==> src/rtl/reg_xfer_ctrl.sv <==
// reg_xfer_ctrl: runs one WRITE/READ/MOVE request at a time on the A/B/C register-file bus and returns one response per request.
// rsp_valid comes 2/3/4/1 cycles after acceptance (WRITE/READ/MOVE/illegal); while rsp_ready is low the response is held and no request is taken.
module reg_xfer_ctrl #(
  parameter int WORD_SIZE = 19
) (
  input  logic                 CLK,
  input  logic                 RST,
  input  logic                 req_valid,
  output logic                 req_ready,
  input  logic [1:0]           req_op,
  input  logic [1:0]           req_src,
  input  logic [1:0]           req_dst,
  input  logic [WORD_SIZE-1:0] req_imm,
  output logic                 LOAD_REG,
  output logic [1:0]           LOAD_SELECT,
  output logic [WORD_SIZE-1:0] reg_wdata,
  input  logic [WORD_SIZE-1:0] reg_rdata,
  output logic                 rsp_valid,
  input  logic                 rsp_ready,
  output logic [WORD_SIZE-1:0] rsp_data,
  output logic                 rsp_err
);

  localparam logic [1:0] OP_WRITE = 2'b00;
  localparam logic [1:0] OP_READ  = 2'b01;
  localparam logic [1:0] OP_MOVE  = 2'b10;
  localparam logic [1:0] SEL_NONE = 2'b11;

  typedef enum logic [2:0] {
    IDLE,
    WR,
    RD,
    RWAIT,
    MVWR,
    RESP
  } state_t;

  // src is consumed at acceptance, so only op/dst/imm live past it
  typedef struct packed {
    logic [1:0]           op;
    logic [1:0]           dst;
    logic [WORD_SIZE-1:0] imm;
  } req_t;

  state_t               state_q, state_d;
  req_t                 req_q;
  logic [WORD_SIZE-1:0] rdata_q;
  logic                 accept;
  logic                 req_legal;

  logic                 load_reg_d;
  logic [1:0]           load_sel_d;
  logic [WORD_SIZE-1:0] wdata_d;
  logic [WORD_SIZE-1:0] rsp_data_d;
  logic                 rsp_err_d;

  assign req_ready = (state_q == IDLE);
  assign rsp_valid = (state_q == RESP);
  assign accept    = req_valid && req_ready;

  always_comb begin
    req_legal = 1'b0;
    case (req_op)
      OP_WRITE: req_legal = (req_dst != SEL_NONE);
      OP_READ:  req_legal = (req_src != SEL_NONE);
      OP_MOVE:  req_legal = (req_src != SEL_NONE) && (req_dst != SEL_NONE);
      default:  req_legal = 1'b0;
    endcase
  end

  // Bus outputs are produced together with the next state so they register on the same edge.
  always_comb begin
    state_d    = state_q;
    load_reg_d = 1'b0;
    load_sel_d = SEL_NONE;
    wdata_d    = '0;
    rsp_data_d = rsp_data;
    rsp_err_d  = rsp_err;
    case (state_q)
      IDLE: begin
        if (req_valid) begin
          if (!req_legal) begin
            state_d    = RESP;
            rsp_data_d = '0;
            rsp_err_d  = 1'b1;
          end else if (req_op == OP_WRITE) begin
            state_d    = WR;
            load_reg_d = 1'b1;
            load_sel_d = req_dst;
            wdata_d    = req_imm;
          end else begin
            state_d    = RD;
            load_sel_d = req_src;
          end
        end
      end
      WR: begin
        state_d    = RESP;
        rsp_data_d = req_q.imm;
        rsp_err_d  = 1'b0;
      end
      RD: state_d = RWAIT;
      RWAIT: begin
        if (req_q.op == OP_MOVE) begin
          state_d    = MVWR;
          load_reg_d = 1'b1;
          load_sel_d = req_q.dst;
          wdata_d    = reg_rdata;
        end else begin
          state_d    = RESP;
          rsp_data_d = reg_rdata;
          rsp_err_d  = 1'b0;
        end
      end
      MVWR: begin
        state_d    = RESP;
        rsp_data_d = rdata_q;
        rsp_err_d  = 1'b0;
      end
      RESP: begin
        if (rsp_ready) state_d = IDLE;
      end
      default: state_d = IDLE;
    endcase
  end

  always_ff @(posedge CLK or posedge RST) begin
    if (RST) state_q <= IDLE;
    else     state_q <= state_d;
  end

  always_ff @(posedge CLK or posedge RST) begin
    if (RST) begin
      req_q   <= '0;
      rdata_q <= '0;
    end else begin
      if (accept) begin
        req_q.op  <= req_op;
        req_q.dst <= req_dst;
        req_q.imm <= req_imm;
      end
      if (state_q == RWAIT) rdata_q <= reg_rdata;
    end
  end

  always_ff @(posedge CLK or posedge RST) begin
    if (RST) begin
      LOAD_REG    <= 1'b0;
      LOAD_SELECT <= SEL_NONE;
      reg_wdata   <= '0;
      rsp_data    <= '0;
      rsp_err     <= 1'b0;
    end else begin
      LOAD_REG    <= load_reg_d;
      LOAD_SELECT <= load_sel_d;
      reg_wdata   <= wdata_d;
      rsp_data    <= rsp_data_d;
      rsp_err     <= rsp_err_d;
    end
  end

endmodule

==> config.mk <==
export PLATFORM = sky130hd
export DESIGN_NAME = reg_xfer_ctrl
export DESIGN_NICKNAME = d
export VERILOG_FILES = /design/src/rtl/reg_xfer_ctrl.sv
export SDC_FILE = /design/constraint.sdc
export NUM_CORES = 1
export LEC_CHECK = 0
export ABC_AREA = 1
export CAP_MARGIN = 20
export CELL_PAD_IN_SITES_DETAIL_PLACEMENT = 1
export CELL_PAD_IN_SITES_GLOBAL_PLACEMENT = 1
export CORE_AREA = 2 2 144 111
export DETAILED_ROUTE_END_ITERATION = 8
export DIE_AREA = 0 0 146 113
export PLACE_DENSITY_LB_ADDON = 0.15
export SLEW_MARGIN = 20
export SYNTH_ARGS = -nofsm -noshare
export SYNTH_HDL_FRONTEND = slang
export SYNTH_SLANG_ARGS = --single-unit
==> constraint.sdc <==
create_clock -name CLK -period 3.2 [get_ports CLK]
set_input_delay 0.32 -clock CLK [delete_from_list [all_inputs] [get_ports CLK]]
set_output_delay 0.32 -clock CLK [all_outputs]
set_load 0.01 [all_outputs]
==> results.toml <==
[global_route]
grt_pass1_vias = 3580
busiest_layer = "met2"
grt_usage_pct = 15.29
grt.overflow.total = 0
grtUsageMet3_pct = 3.387
antenna_found_initial = 0
grt_first_pass_wirelength_um = 19450
use_met2_pct = 24.81
grt_max_degree = 51
met1_usage_pct = 20.59

[final_layout]
instances_no_fill = 724
area_growth_pct = 39.95
nFillCells = 1789
num_antenna_cells = 0
drive_gt1_share_pct = 6.936
layout.nets = 562

[die]
start_util_pct = 24.63
num_rows = 39
core_um2 = 15030
num_io_pins = 92
die_h_um = 113
die_area_um2 = 16500
die_x_um = 146

[sta]
skew_ns = 0.006949
slew_headroom_pct = 36.32
finalCriticalPeriod_ns = 2.142
tns_ns = 0
period_share_pct = 66.93
finalHoldViolations = 0
rsz0062_at_grt = "no"
tightestPinTransition_ns = 0.9529
finalMaxSlewViolations = 0
setup_violations = 0
maxClockFrequency_ghz = 0.4669

[yosys]
seq_area_frac_synth_pct = 58.87
synth_top_area_cell = "dfrtp_1"
syn_area_um2 = 3702
synth_area_leaders = "dfrtp_1, nand2_1, o21ai_0, o211ai_1, inv_1"
ys_types = 20
synth-seq-cells = 87
ys_warn_count = 0
syn_area_per_cell_um2 = 8.732
syn_inst = 424
netlist.area_leader.share_pct = 57.45
synth_nets = 472

[critical_path]
worst_setup_path_end_kind = "output pin"
path_max_fanout = 7
cp.arrival_ns = 1.82
r2r-end = "rsp_data[0]"
worstPathRequired_ns = 2.88
rrSetupSlack_ns = 1.19
worstPathCellList = "nor2_4, nand2_2, inv_2, clkdlybuf4s50_1"
slowest_delay_ns = 0.54
critPathLaunchType = "flip-flop"
critPathKind = "flip-flop to output pin"
slowest_stage = "clkdlybuf4s50_1"
r2r_start = "state_q[1]"
reg2reg_depth = 6

[worst_hold_path]
hold_class = "input port to async pin"

[cts]
cts_tree = "built"
cts-resized-gates = 0
cts_sinks = 87
numCtsBuffers = 9
clkTransAtPathRegs_ns = 0.06
hold_buffers = 0
cts_buffer_depth = 2
h-tree-depth = 3
cts-root-buf = "clkbuf_16"
cts_setup_buffers = 0
clock_latency_ns = 0.35

[pwr]
power.density_nw_per_um2 = 921.0
power_uw = 4772
p_leak_uw = 0.002432
ir_worst_vdd_mv = 0.2886

[detailed_routing]
antenna_left = 0
drc = 0
initialDrtViolationCount = 86
avgViaCountPerCell = 4.387
dr.pass1.iters = 4
routed_wl_um = 11780
vias = 3176
wl_per_cell_um = 16.27

[placement]
dp_hpwl_um = 7921
gp_congestion = 0.7529
io_buffers = 91
dp_cells = 708

[run_status]
outcome = "completed"

[run]
maxCapViolCount = 0
## flip-flops by register name, indices dropped and copies added, names as in the netlist
register	flops
rsp_err	1
reg_wdata	19
state_q	3
req_q	23
LOAD_REG	1
rsp_data	19
rdata_q	19
LOAD_SELECT	2
## cell usage in the layout, fill, tap and decap left out
master           netlist  final
clkbuf_16              0      9
clkdlybuf4s50_1        0     91
nand4_1                1      1
nand3_1               12     12
buf_12                 0      1
clkinv_2               0      2
a21oi_1                3      3
clkbuf_8               0      2
dfstp_2                2      2
o211ai_1              18     18
nand2_2                2      2
nor2_4                 4      4
o22ai_1               19     19
nor2_1                 8      8
o21ai_1                1      1
buf_4                  8      5
o21ai_0               29     29
clkinv_4               0      1
nand2_1              183    183
nor3_2                 1      1
inv_1                 34     33
inv_2                  3      3
bufinv_16              0      3
nand3_2                1      1
dfrtp_1               85     85
## layer usage
metal / vias up / routed length [µm]
met5: - / 0
met3: 16 / 464
met1: 1555 / 5676
met4: 0 / 174
met2: 64 / 5462
li1: 1541 / -
## where the power goes
group | internal, µW | switching (µW)
sequential | 1510 | 197
combinational | 671 | 1150
clock | 806 | 439
## per-stage QoR
stage	hold slack [ns]	setup slack [ns]	utilization [%]	instance area, µm²
2_1_floorplan	0.4366	0.6331	-	3702
3_3_place_gp	0.4533	1.156	32.10	4825
3_5_place_dp	0.4625	0.9811	32.10	4825
4_1_cts	0.4346	1.045	34.47	5181
5_1_grt	0.4610	0.9118	34.47	5181
6_report	0.4008	1.058	34.47	5181
## cell families (layout without fill, tap and decap cells)
logic type	after synthesis	count (layout)	synth area share [%]
AND/OR/NAND/NOR	212	212	23.25
flip-flops	87	87	58.87
AO/OA/AOI/OAI	70	70	11.32
buffers and inverters	55	150	6.556
## final cells by class
class                   instances  area (µm²)  share of cell area (%)
clock buffers                  11       252.7                   4.878
clock inverters                 5       103.9                   2.004
inverters                      37       140.1                   2.705
multi-input cells             282        1280                   24.70
flip-flops and latches         87        2180                   42.07
well taps                     205       256.5                   4.950
repair buffers                 97       968.4                   18.69
## synthesized netlist by cell type
cell / n
a21oi_1: 3
buf_2: 5
buf_4: 8
clkbuf_1: 5
dfrtp_1: 85
dfstp_2: 2
inv_1: 34
inv_2: 3
nand2_1: 183
nand2_2: 2
nand3_1: 12
nand3_2: 1
nand4_1: 1
nor2_1: 8
nor2_4: 4
nor3_2: 1
o211ai_1: 18
o21ai_0: 29
o21ai_1: 1
o22ai_1: 19
## critical path: cells and delay by family (launching register included)
| kind | cells | cell delay [ns] |
|---|---|---|
| simple gates | 2 | 0.31 |
| flops | 1 | 0.51 |
| buf+inv | 2 | 0.66 |
## worst max-delay path by stage
| stage | from | to |
|---|---|---|
| final | state_q[1] | req_ready |
| after detailed placement | req_op[0] | reg_wdata[15] |
| after global routing | state_q[1] | rsp_data[0] |
| after global placement | req_op[0] | reg_wdata[15] |
| after floorplan | RST | LOAD_REG |
| after CTS | state_q[1] | req_ready |
Note: power is estimated with default switching activity, not from simulation.
